==> config.mk <==
export PLATFORM = sky130hd
export DESIGN_NAME = cell_exerciser
export DESIGN_NICKNAME = d
export VERILOG_FILES = /design/src/rtl/cell_exerciser_pkg.sv /design/src/rtl/cell_exerciser_resp_sync.sv /design/src/rtl/cell_exerciser.sv
export SDC_FILE = /design/constraint.sdc
export NUM_CORES = 1
export LEC_CHECK = 0
export BUFFER_PORTS_ARGS = -buffer_cell sky130_fd_sc_hd__buf_2
export CAP_MARGIN = 20
export CORE_ASPECT_RATIO = 0.7
export CORE_MARGIN = 8
export CORE_UTILIZATION = 35
export DETAILED_ROUTE_END_ITERATION = 12
export PLACE_DENSITY = 0.59
export RECOVER_POWER = 100
export SLEW_MARGIN = 20
export SYNTH_ARGS = -nofsm -noshare
export SYNTH_HDL_FRONTEND = slang
export SYNTH_SLANG_ARGS = --single-unit
==> constraint.sdc <==
create_clock -name clk -period 1.9 [get_ports clk]
set_input_delay 0.19 -clock clk [delete_from_list [all_inputs] [get_ports clk]]
set_output_delay 0.19 -clock clk [all_outputs]
set_load 0.02 [all_outputs]
==> src/rtl/cell_exerciser_pkg.sv <==
// Shared types and constants for the standard-cell exerciser.
package cell_exerciser_pkg;

  typedef enum logic [2:0] {
    IDLE   = 3'd0,
    DRIVE  = 3'd1,
    WAIT   = 3'd2,
    SAMPLE = 3'd3,
    DONE   = 3'd4
  } state_e;

  localparam logic [7:0] ERR_MAX = 8'd255;

  // Number of input vectors for an n-input cell.
  function automatic int unsigned vec_count(input int unsigned n);
    return 32'd1 << n;
  endfunction

endpackage

==> src/rtl/cell_exerciser_resp_sync.sv <==
// Two-flop synchroniser for the cell response.
module resp_sync (
  input  logic clk,
  input  logic rst_n,
  input  logic d,
  output logic q
);

  logic meta_q;

  always_ff @(posedge clk or negedge rst_n) begin
    if (!rst_n) begin
      meta_q <= 1'b0;
      q      <= 1'b0;
    end else begin
      meta_q <= d;
      q      <= meta_q;
    end
  end

endmodule

==> src/rtl/cell_exerciser.sv <==
// Sweeps every input vector of a combinational cell and checks its output
// against TRUTH. Define CELL_EXERCISER_RESP_SYNC_EN to synchronise resp.
module cell_exerciser
  import cell_exerciser_pkg::*;
#(
  parameter int unsigned                N_IN   = 2,
  parameter logic [vec_count(N_IN)-1:0] TRUTH  = 4'b0001,
  parameter int unsigned                SETTLE = 3
) (
  input  logic            clk,
  input  logic            rst_n,
  input  logic            start,
  output logic [N_IN-1:0] stim,
  input  logic            resp,
  output logic            busy,
  output logic            done,
  output logic            pass,
  output logic [7:0]      err_count,
  output logic [N_IN-1:0] first_fail
);

  localparam int unsigned VEC_CNT = vec_count(N_IN);
  localparam logic [N_IN-1:0] VEC_MAX = N_IN'(VEC_CNT - 1);
`ifdef CELL_EXERCISER_RESP_SYNC_EN
  localparam int unsigned WAIT_CYC = SETTLE + 2;
`else
  localparam int unsigned WAIT_CYC = SETTLE;
`endif
  localparam int unsigned CNT_W    = 5;
  localparam int unsigned CNT_LOAD = (WAIT_CYC == 0) ? 0 : WAIT_CYC - 1;

  logic resp_s;

`ifdef CELL_EXERCISER_RESP_SYNC_EN
  resp_sync u_resp_sync (
    .clk   (clk),
    .rst_n (rst_n),
    .d     (resp),
    .q     (resp_s)
  );
`else
  assign resp_s = resp;
`endif

  state_e            state_q, state_d;
  logic [N_IN-1:0]   vec_q, vec_d;
  logic [CNT_W-1:0]  cnt_q, cnt_d;
  logic [N_IN-1:0]   stim_q, stim_d;
  logic              busy_q, busy_d;
  logic              done_q, done_d;
  logic              pass_q, pass_d;
  logic [7:0]        err_q, err_d;
  logic [N_IN-1:0]   ff_q, ff_d;
  logic              mismatch;

  always_ff @(posedge clk or negedge rst_n) begin
    if (!rst_n) begin
      state_q <= IDLE;
      vec_q   <= '0;
      cnt_q   <= '0;
      stim_q  <= '0;
      busy_q  <= 1'b0;
      done_q  <= 1'b0;
      pass_q  <= 1'b0;
      err_q   <= '0;
      ff_q    <= '0;
    end else begin
      state_q <= state_d;
      vec_q   <= vec_d;
      cnt_q   <= cnt_d;
      stim_q  <= stim_d;
      busy_q  <= busy_d;
      done_q  <= done_d;
      pass_q  <= pass_d;
      err_q   <= err_d;
      ff_q    <= ff_d;
    end
  end

  // Sweep sequencing; done follows the DONE state by one edge, alongside pass.
  always_comb begin
    state_d  = state_q;
    vec_d    = vec_q;
    cnt_d    = cnt_q;
    stim_d   = stim_q;
    pass_d   = pass_q;
    err_d    = err_q;
    ff_d     = ff_q;
    mismatch = 1'b0;

    unique case (state_q)
      IDLE: begin
        if (start) begin
          err_d   = '0;
          ff_d    = '0;
          pass_d  = 1'b0;
          vec_d   = '0;
          state_d = DRIVE;
        end
      end
      DRIVE: begin
        stim_d  = vec_q;
        cnt_d   = CNT_W'(CNT_LOAD);
        state_d = (WAIT_CYC == 0) ? SAMPLE : WAIT;
      end
      WAIT: begin
        if (cnt_q == '0) state_d = SAMPLE;
        else             cnt_d   = cnt_q - CNT_W'(1);
      end
      SAMPLE: begin
        mismatch = (resp_s != TRUTH[vec_q]);
        if (mismatch) begin
          if (err_q == '0)     ff_d  = vec_q;
          if (err_q != ERR_MAX) err_d = err_q + 8'd1;
        end
        if (vec_q == VEC_MAX) begin
          state_d = DONE;
        end else begin
          vec_d   = vec_q + N_IN'(1);
          state_d = DRIVE;
        end
      end
      DONE: begin
        pass_d  = (err_q == '0);
        state_d = IDLE;
      end
      default: state_d = IDLE;
    endcase

    busy_d = (state_d != IDLE);
    done_d = (state_q == DONE);
  end

  assign stim       = stim_q;
  assign busy       = busy_q;
  assign done       = done_q;
  assign pass       = pass_q;
  assign err_count  = err_q;
  assign first_fail = ff_q;

endmodule

# --- Yosys cells after proc, flatten, opt, wreduce, memory -nomap -nowiden ---
# Index checks and enable logic that the tools add are counted.
classes:
  addsub: 3
  n_lt_le_gt_ge: 1
  n_eq_ne: 13
  mux: 20
  n_reduce_logical: 12
ops:
  columns: ["cell", "n"]
  rows:
  - ["8-bit two-way mux", 3]
  - ["8-bit one-hot mux with 2 select lines", 1]
  - ["2-bit inequality test, second input constant", 6]
  - ["3-bit one-hot mux with 4 select lines", 1]
  - ["5-bit one-hot mux with 2 select lines", 1]
  - ["3-bit two-way mux", 3]
  - ["8-bit by 1-bit adder with 8-bit output, second input constant", 1]
  - ["8-bit logical NOT", 1]
  - ["2-bit two-way mux", 4]
  - ["8-bit inequality test, second input constant", 1]
  - ["2-bit one-hot mux with 2 select lines", 2]
  - ["4-bit AND reduction", 2]
  - ["3-bit by 2-bit == test with 1-bit output, second input constant", 2]
  - ["2-bit nonzero test", 3]
  - ["5-bit logical NOT", 1]
  - ["5-bit two-way mux", 1]
  - ["5-bit by 1-bit subtractor with 5-bit output, second input constant", 1]
  - ["2-bit AND reduction", 2]
  - ["3-bit by 1-bit == test with 1-bit output, second input constant", 1]
  - ["3-bit == test, second input constant", 1]
  - ["3-bit logical NOT", 1]
  - ["2-bit by 3-bit less-than comparator with 1-bit output, second input constant", 1]
  - ["3-bit AND reduction", 1]
  - ["3-bit nonzero test", 1]
  - ["other kinds (6)", 7]
totals:
  reg_bits: 25
  in_bits: 4
  out_inout_bits: 15
  wordCells: 58

# --- Logic depth before layout (Yosys ltp) ---
logic_depth:
  depth_word: 5
  depth_mapped: 6
  ltp_nobuf: 6

# --- Worst setup path before layout ---
# No wires, ideal clock.
synth_timing:
  path_type: "flip-flop to flip-flop"
  from: "register err_q[0], in the netlist err_count[0]"
  to: "register ff_q[0], in the netlist first_fail[0]"
  setup_ps: 124
  arrival_time_ps: 1563
  t_required_ps: 1776
  slack_ps: 213
  stages_incl_launch_ff: 7
  n_path_buf: 0
  synth_period_minus_slack_ps: 1687
  path_cell_list: "dfrtp_1 -> inv_1 -> ha_1 -> or4b_1 -> nor4_2 -> nand2_1 -> mux2i_1"
synth_via:
  elab_chain_len: 3
synth_lines:
  columns: ["element", "line_no", "source"]
  rows:
  - ["from (decl)", "cell_exerciser.sv:52", "logic [7:0] err_q, err_d;"]
  - ["from (signal assigned)", "cell_exerciser.sv:75", "err_q <= err_d;"]
  - ["8-bit logical NOT", "cell_exerciser.sv:113", "if (err_q == '0) ff_d = vec_q;"]
  - ["2-bit inequality test (no line)", null, null]
  - ["4-bit AND reduction (no line)", null, null]
  - ["to (signal assigned)", "cell_exerciser.sv:66", "ff_q <= '0;"]
  - ["to (signal assigned)", "cell_exerciser.sv:76", "ff_q <= ff_d;"]
  - ["to (decl)", "cell_exerciser.sv:53", "logic [N_IN-1:0] ff_q, ff_d;"]
# Every way passes these cells.
# A chain may end at the register's enable or synchronous reset.

# --- Worst setup path in the final report ---
layout_timing:
  from: "register vec_q[0]"
  to: "register err_q[6], in the netlist err_count[6]"
layout_via:
  elab_chain_len: 5
layout_lines:
  columns: ["element", "line_no", "source"]
  rows:
  - ["from (decl)", "cell_exerciser.sv:46", "logic [N_IN-1:0] vec_q, vec_d;"]
  - ["from (signal assigned)", "cell_exerciser.sv:69", "vec_q <= vec_d;"]
  - ["1-bit binary-select mux with 2-bit select", "cell_exerciser.sv:111", "mismatch = (resp_s != TRUTH[vec_q]);"]
  - ["1-bit two-way mux (implied by the code)", "cell_exerciser.sv:111", null]
  - ["1-bit inequality test", "cell_exerciser.sv:111", null]
  - ["2-bit inequality test (no line)", null, null]
  - ["4-bit AND reduction (no line)", null, null]
# Every way passes these cells. The select of a mux whose other input is x is not followed.

==> metrics.txt <==
# TYPE chip_impl_metric gauge
chip_impl_info{name="run_status",value="finished, final reports clean"} 1
chip_impl_metric{name="final-hold-violation-count",unit=""} 0
chip_impl_metric{name="number_of_clock_buffers_inserted_by_tritoncts",unit=""} 3
chip_impl_metric{name="worstPathMaxFanout",unit=""} 7
chip_impl_metric{name="max-slew-margin-rel",unit="%"} 12.6
chip_impl_info{name="grt_setup_unrepaired",value="false"} 1
chip_impl_metric{name="place_area",unit="um^2"} 1510
chip_impl_metric{name="timing.final.ws_setup",unit="ns"} 0.120
chip_impl_metric{name="worst_path_largest_cell_delay",unit="ns"} 0.51
chip_impl_metric{name="transition_time_of_the_tightest_slew_check_pin",unit="ns"} 1.31
chip_impl_metric{name="pre_cts_slack",unit="ns"} 0.126
chip_impl_metric{name="first_iter_violations",unit=""} 92
chip_impl_metric{name="clock_latency_reported_for_the_late_side_of_the_worst_skew_pair",unit="ns"} 0.27
chip_impl_metric{name="areaGrowthSynthToFinish",unit="%"} 16.3
chip_impl_info{name="setup.worst_path.end_class",value="flip-flop"} 1
chip_impl_metric{name="synth.cell_area",unit="um^2"} 1330
chip_impl_metric{name="ctsLongestPathBuffers",unit=""} 2
chip_impl_metric{name="grt_pass1_wl",unit="um"} 4690
chip_impl_metric{name="routed-via-count",unit=""} 1044
chip_impl_metric{name="die_h",unit="um"} 67.6
chip_impl_metric{name="synthDistinctLibCells",unit=""} 35
chip_impl_metric{name="gp_routability_congestion",unit=""} 0.858
chip_impl_metric{name="initial_core_util",unit="%"} 37.2
chip_impl_metric{name="depth_of_the_most_critical_reg_to_reg_path",unit=""} 6
chip_impl_info{name="clock-root-buffer",value="sky130_fd_sc_hd__clkbuf_8"} 1
chip_impl_metric{name="final_cell_area",unit="um^2"} 1550
chip_impl_metric{name="dp_hpwl",unit="um"} 2200
chip_impl_metric{name="synthesis_stage_register_bit_count",unit=""} 25
chip_impl_info{name="worst_hold_path_type",value="in -> reg"} 1
chip_impl_info{name="destination_of_the_worst_hold_path",value="err_count[5]"} 1
chip_impl_metric{name="number_of_iterations_in_the_first_detailed_routing_pass",unit=""} 4
chip_impl_metric{name="syn_avg_cell_area",unit="um^2"} 10.3
chip_impl_metric{name="cellLeakagePower",unit="nW"} 0.689
chip_impl_info{name="worst_min_path_start",value="resp"} 1
chip_impl_metric{name="cp.required",unit="ns"} 2.09
chip_impl_metric{name="clock_sinks",unit=""} 25
chip_impl_metric{name="maximum_capacitance_violations",unit=""} 0
chip_impl_metric{name="sum_of_overflow_across_all_layers_after_global_routing",unit=""} 0
chip_impl_metric{name="critical_path_arrival",unit="ns"} 1.97
chip_impl_metric{name="synthCells",unit=""} 129
chip_impl_metric{name="drc",unit=""} 0
chip_impl_metric{name="fin_setup_tns",unit="ns"} 0
chip_impl_metric{name="min_path_cells",unit=""} 4
chip_impl_info{name="timing.setup.critical_path_class",value="reg -> reg"} 1
chip_impl_metric{name="finalWorstPathRequiredPeriod",unit="ns"} 1.78
chip_impl_metric{name="final.hold.worst_slack",unit="ns"} 0.339
chip_impl_metric{name="global_route.usage.total",unit="%"} 9.51
chip_impl_metric{name="power.ir.vdd_worst",unit="uV"} 528
chip_impl_metric{name="die_area",unit="um^2"} 6060
chip_impl_metric{name="core_area",unit="um^2"} 3580
chip_impl_metric{name="route.detailed.wl_per_inst",unit="um"} 13.7
chip_impl_metric{name="regToRegSetupSlack",unit="ns"} 0.12
chip_impl_info{name="timing.critical_path.slowest_stage_cell",value="sky130_fd_sc_hd__or4_1"} 1
chip_impl_metric{name="final_min_period_over_clock_period",unit="%"} 93.7
chip_impl_metric{name="io_buffer_count",unit=""} 18
chip_impl_info{name="timing.critical_path.cells",value="inv_1, ha_1, xor2_2, nand2_4, or4_1, a21oi_1"} 1
chip_impl_metric{name="drtAntennaViolNets",unit=""} 0
chip_impl_metric{name="power.density",unit="nW/um^2"} 1350
chip_impl_metric{name="die_width",unit="um"} 89.7
chip_impl_metric{name="antenna_found_initial",unit=""} 0
chip_impl_metric{name="ctsResizeCount",unit=""} 0
chip_impl_metric{name="mappedNetlistNets",unit=""} 139
chip_impl_info{name="setup.worst_path.start",value="vec_q[0]"} 1
chip_impl_info{name="rr_startpoint",value="vec_q[0]"} 1
chip_impl_info{name="critical_path.startpoint_type",value="flip-flop"} 1
chip_impl_info{name="worst_r2r_endpoint",value="err_count[6]"} 1
chip_impl_metric{name="final_max_slew_viol_count",unit=""} 0
chip_impl_info{name="cts_tree",value="yes"} 1
chip_impl_metric{name="antenna_cells",unit=""} 0
chip_impl_metric{name="layout.nets",unit=""} 168
chip_impl_metric{name="design.portCount",unit=""} 19
chip_impl_metric{name="finalSetupViolCount",unit=""} 0
chip_impl_metric{name="wl",unit="um"} 2850
chip_impl_metric{name="post_drt_via_cell_ratio",unit=""} 5.04
chip_impl_metric{name="synth.yosys.warnings",unit=""} 0
chip_impl_metric{name="post-route-util",unit="%"} 43.2
chip_impl_metric{name="rows",unit=""} 18
chip_impl_metric{name="grt_max_degree",unit=""} 26
chip_impl_metric{name="clk_pin_slew_worst_paths",unit="ns"} 0.09
chip_impl_metric{name="finalClockSkew",unit="ns"} 0.0127
chip_impl_metric{name="synth_sequential_area_ratio",unit="%"} 47.0
chip_impl_metric{name="post_route_cells_drive_above_1_share",unit="%"} 12.1
chip_impl_metric{name="timing.fmax",unit="GHz"} 0.562
chip_impl_metric{name="clock_tree.htree_level_count",unit=""} 1
chip_impl_metric{name="first_global_vias",unit=""} 941
-- what timing repair did --
action | 4_1_cts | 5_1_grt
setup endpoints to repair | 0 | 2
hold buffers | 1 | 0
buffers inserted | 0 | 2
endpoints found under the hold margin | 25 | 0
-- through the flow --
| step | cells | total power [W] |
|---|---|---|
| 3_5_place_dp | 200 | 0.00179 |
| 3_3_place_gp | 200 | 0.00176 |
| 4_1_cts | 205 | 0.00212 |
| 5_1_grt | 207 | 0.00225 |
| 6_report | 207 | 0.00209 |
| 2_1_floorplan | 129 | 0.00152 |
-- worst max-delay path by stage --
stage | endpoint | slack, ns | cells past startpoint
after global routing | err_count[6] | 0.02 | 6
after global placement | err_count[7] | 0.16 | 6
final | err_count[6] | 0.12 | 6
after floorplan | first_fail[0] | 0.21 | 6
after CTS | err_count[6] | 0.09 | 6
after detailed placement | err_count[7] | 0.13 | 6
-- final cells by class --
| type | count | area (um^2) |
|---|---|---|
| Clock buffer | 3 | 41.3 |
| Clock inverter | 1 | 5.00 |
| Fill cell | 341 | 2030 |
| Inverter | 7 | 26.3 |
| Multi-Input combinational cell | 95 | 658 |
| Sequential cell | 25 | 626 |
| Tap cell | 50 | 62.6 |
| Timing Repair Buffer | 26 | 129 |
-- sequential cells by signal (all words and copies together), names as in the netlist --
| register | count |
|---|---|
| cnt_q | 5 |
| err_count | 8 |
| vec_q | 2 |
| first_fail | 2 |
| done | 1 |
| state_q | 3 |
| busy | 1 |
| pass | 1 |
| stim | 2 |
-- kinds of logic after synthesis --
group,synth area share (%)
and+or+nand+nor,23.9
DFF,47.0
AOI/OAI and AO/OA,9.59
buffers and inverters,3.10
muxes,6.95
adders and majority gates,5.64
xor gates and xnor gates,3.85
-- critical path: cells and delay by family, from the launching register on --
kind | cells | cell delay [ns]
flops | 1 | 0.40
simple gates | 2 | 0.61
compound gates | 1 | 0.15
fa+ha+maj | 1 | 0.23
xor+xnor | 1 | 0.24
buf+inv | 1 | 0.07
-- where the power goes --
group          internal [W]  total [W]  switching [W]
Sequential         0.000686   0.000830       0.000144
Clock              0.000147   0.000309       0.000162
Combinational      0.000386   0.000949       0.000563
-- cell usage in the layout (no fill, tap or decap), types with 2 or more instances in the layout --
| cell type | Yosys | final |
|---|---|---|
| sky130_fd_sc_hd__and2_1 | 2 | 2 |
| sky130_fd_sc_hd__nand4_1 | 2 | 2 |
| sky130_fd_sc_hd__o31ai_1 | 5 | 5 |
| sky130_fd_sc_hd__or4b_1 | 2 | 2 |
| sky130_fd_sc_hd__inv_1 | 7 | 7 |
| sky130_fd_sc_hd__clkbuf_1 | 0 | 17 |
| sky130_fd_sc_hd__xor2_1 | 3 | 3 |
| sky130_fd_sc_hd__dfrtp_1 | 25 | 25 |
| sky130_fd_sc_hd__nand2_1 | 12 | 12 |
| sky130_fd_sc_hd__mux2_2 | 2 | 2 |
| sky130_fd_sc_hd__o21a_1 | 2 | 2 |
| sky130_fd_sc_hd__nand3_1 | 6 | 6 |
| sky130_fd_sc_hd__mux2i_1 | 7 | 7 |
| sky130_fd_sc_hd__ha_1 | 6 | 6 |
| sky130_fd_sc_hd__nor3b_1 | 1 | 2 |
| sky130_fd_sc_hd__and4_1 | 2 | 2 |
| sky130_fd_sc_hd__o21ai_0 | 6 | 6 |
| sky130_fd_sc_hd__nor3_1 | 4 | 4 |
| sky130_fd_sc_hd__nand2b_1 | 2 | 2 |
| sky130_fd_sc_hd__clkbuf_8 | 0 | 3 |
| sky130_fd_sc_hd__buf_2 | 0 | 2 |
| sky130_fd_sc_hd__a21oi_1 | 5 | 5 |
| sky130_fd_sc_hd__buf_4 | 2 | 6 |
| sky130_fd_sc_hd__nor2_1 | 12 | 12 |
-- synthesized netlist by cell type (all sizes together) --
cell / count / area [um^2]
xnor2: 1 / 8.76
nor2: 12 / 45.0
mux2: 2 / 22.5
and2: 2 / 12.5
nor4: 2 / 18.8
inv: 7 / 26.3
a21oi: 5 / 25.0
and4: 2 / 17.5
or4: 1 / 7.51
nand4: 2 / 12.5
nand3b: 1 / 7.51
dfrtp: 25 / 626
buf: 2 / 15.0
a31o: 1 / 8.76
nor3b: 2 / 20.0
and3: 1 / 6.26
and3b: 1 / 10.0
o41a: 1 / 11.3
ha: 6 / 75.1
or3: 1 / 6.26
o21ai: 6 / 30.0
nand2b: 2 / 12.5
nor3: 4 / 20.0
nand2: 13 / 56.3
or4b: 2 / 20.0
nor4b: 1 / 15.0
o21a: 2 / 15.0
nand3: 6 / 30.0
mux2i: 7 / 70.1
xor2: 4 / 42.6
o31ai: 5 / 37.5
-- metal layers --
layer | global-route usage [%] | vias to the layer above | wire length, um
met5 | 0 | - | 0
met4 | 3.14 | 0 | 19
met3 | 3.32 | 2 | 157
met2 | 12.9 | 33 | 1150
met1 | 13.5 | 494 | 1520
li1 | - | 515 | -
(Power assumes the default switching activity.)
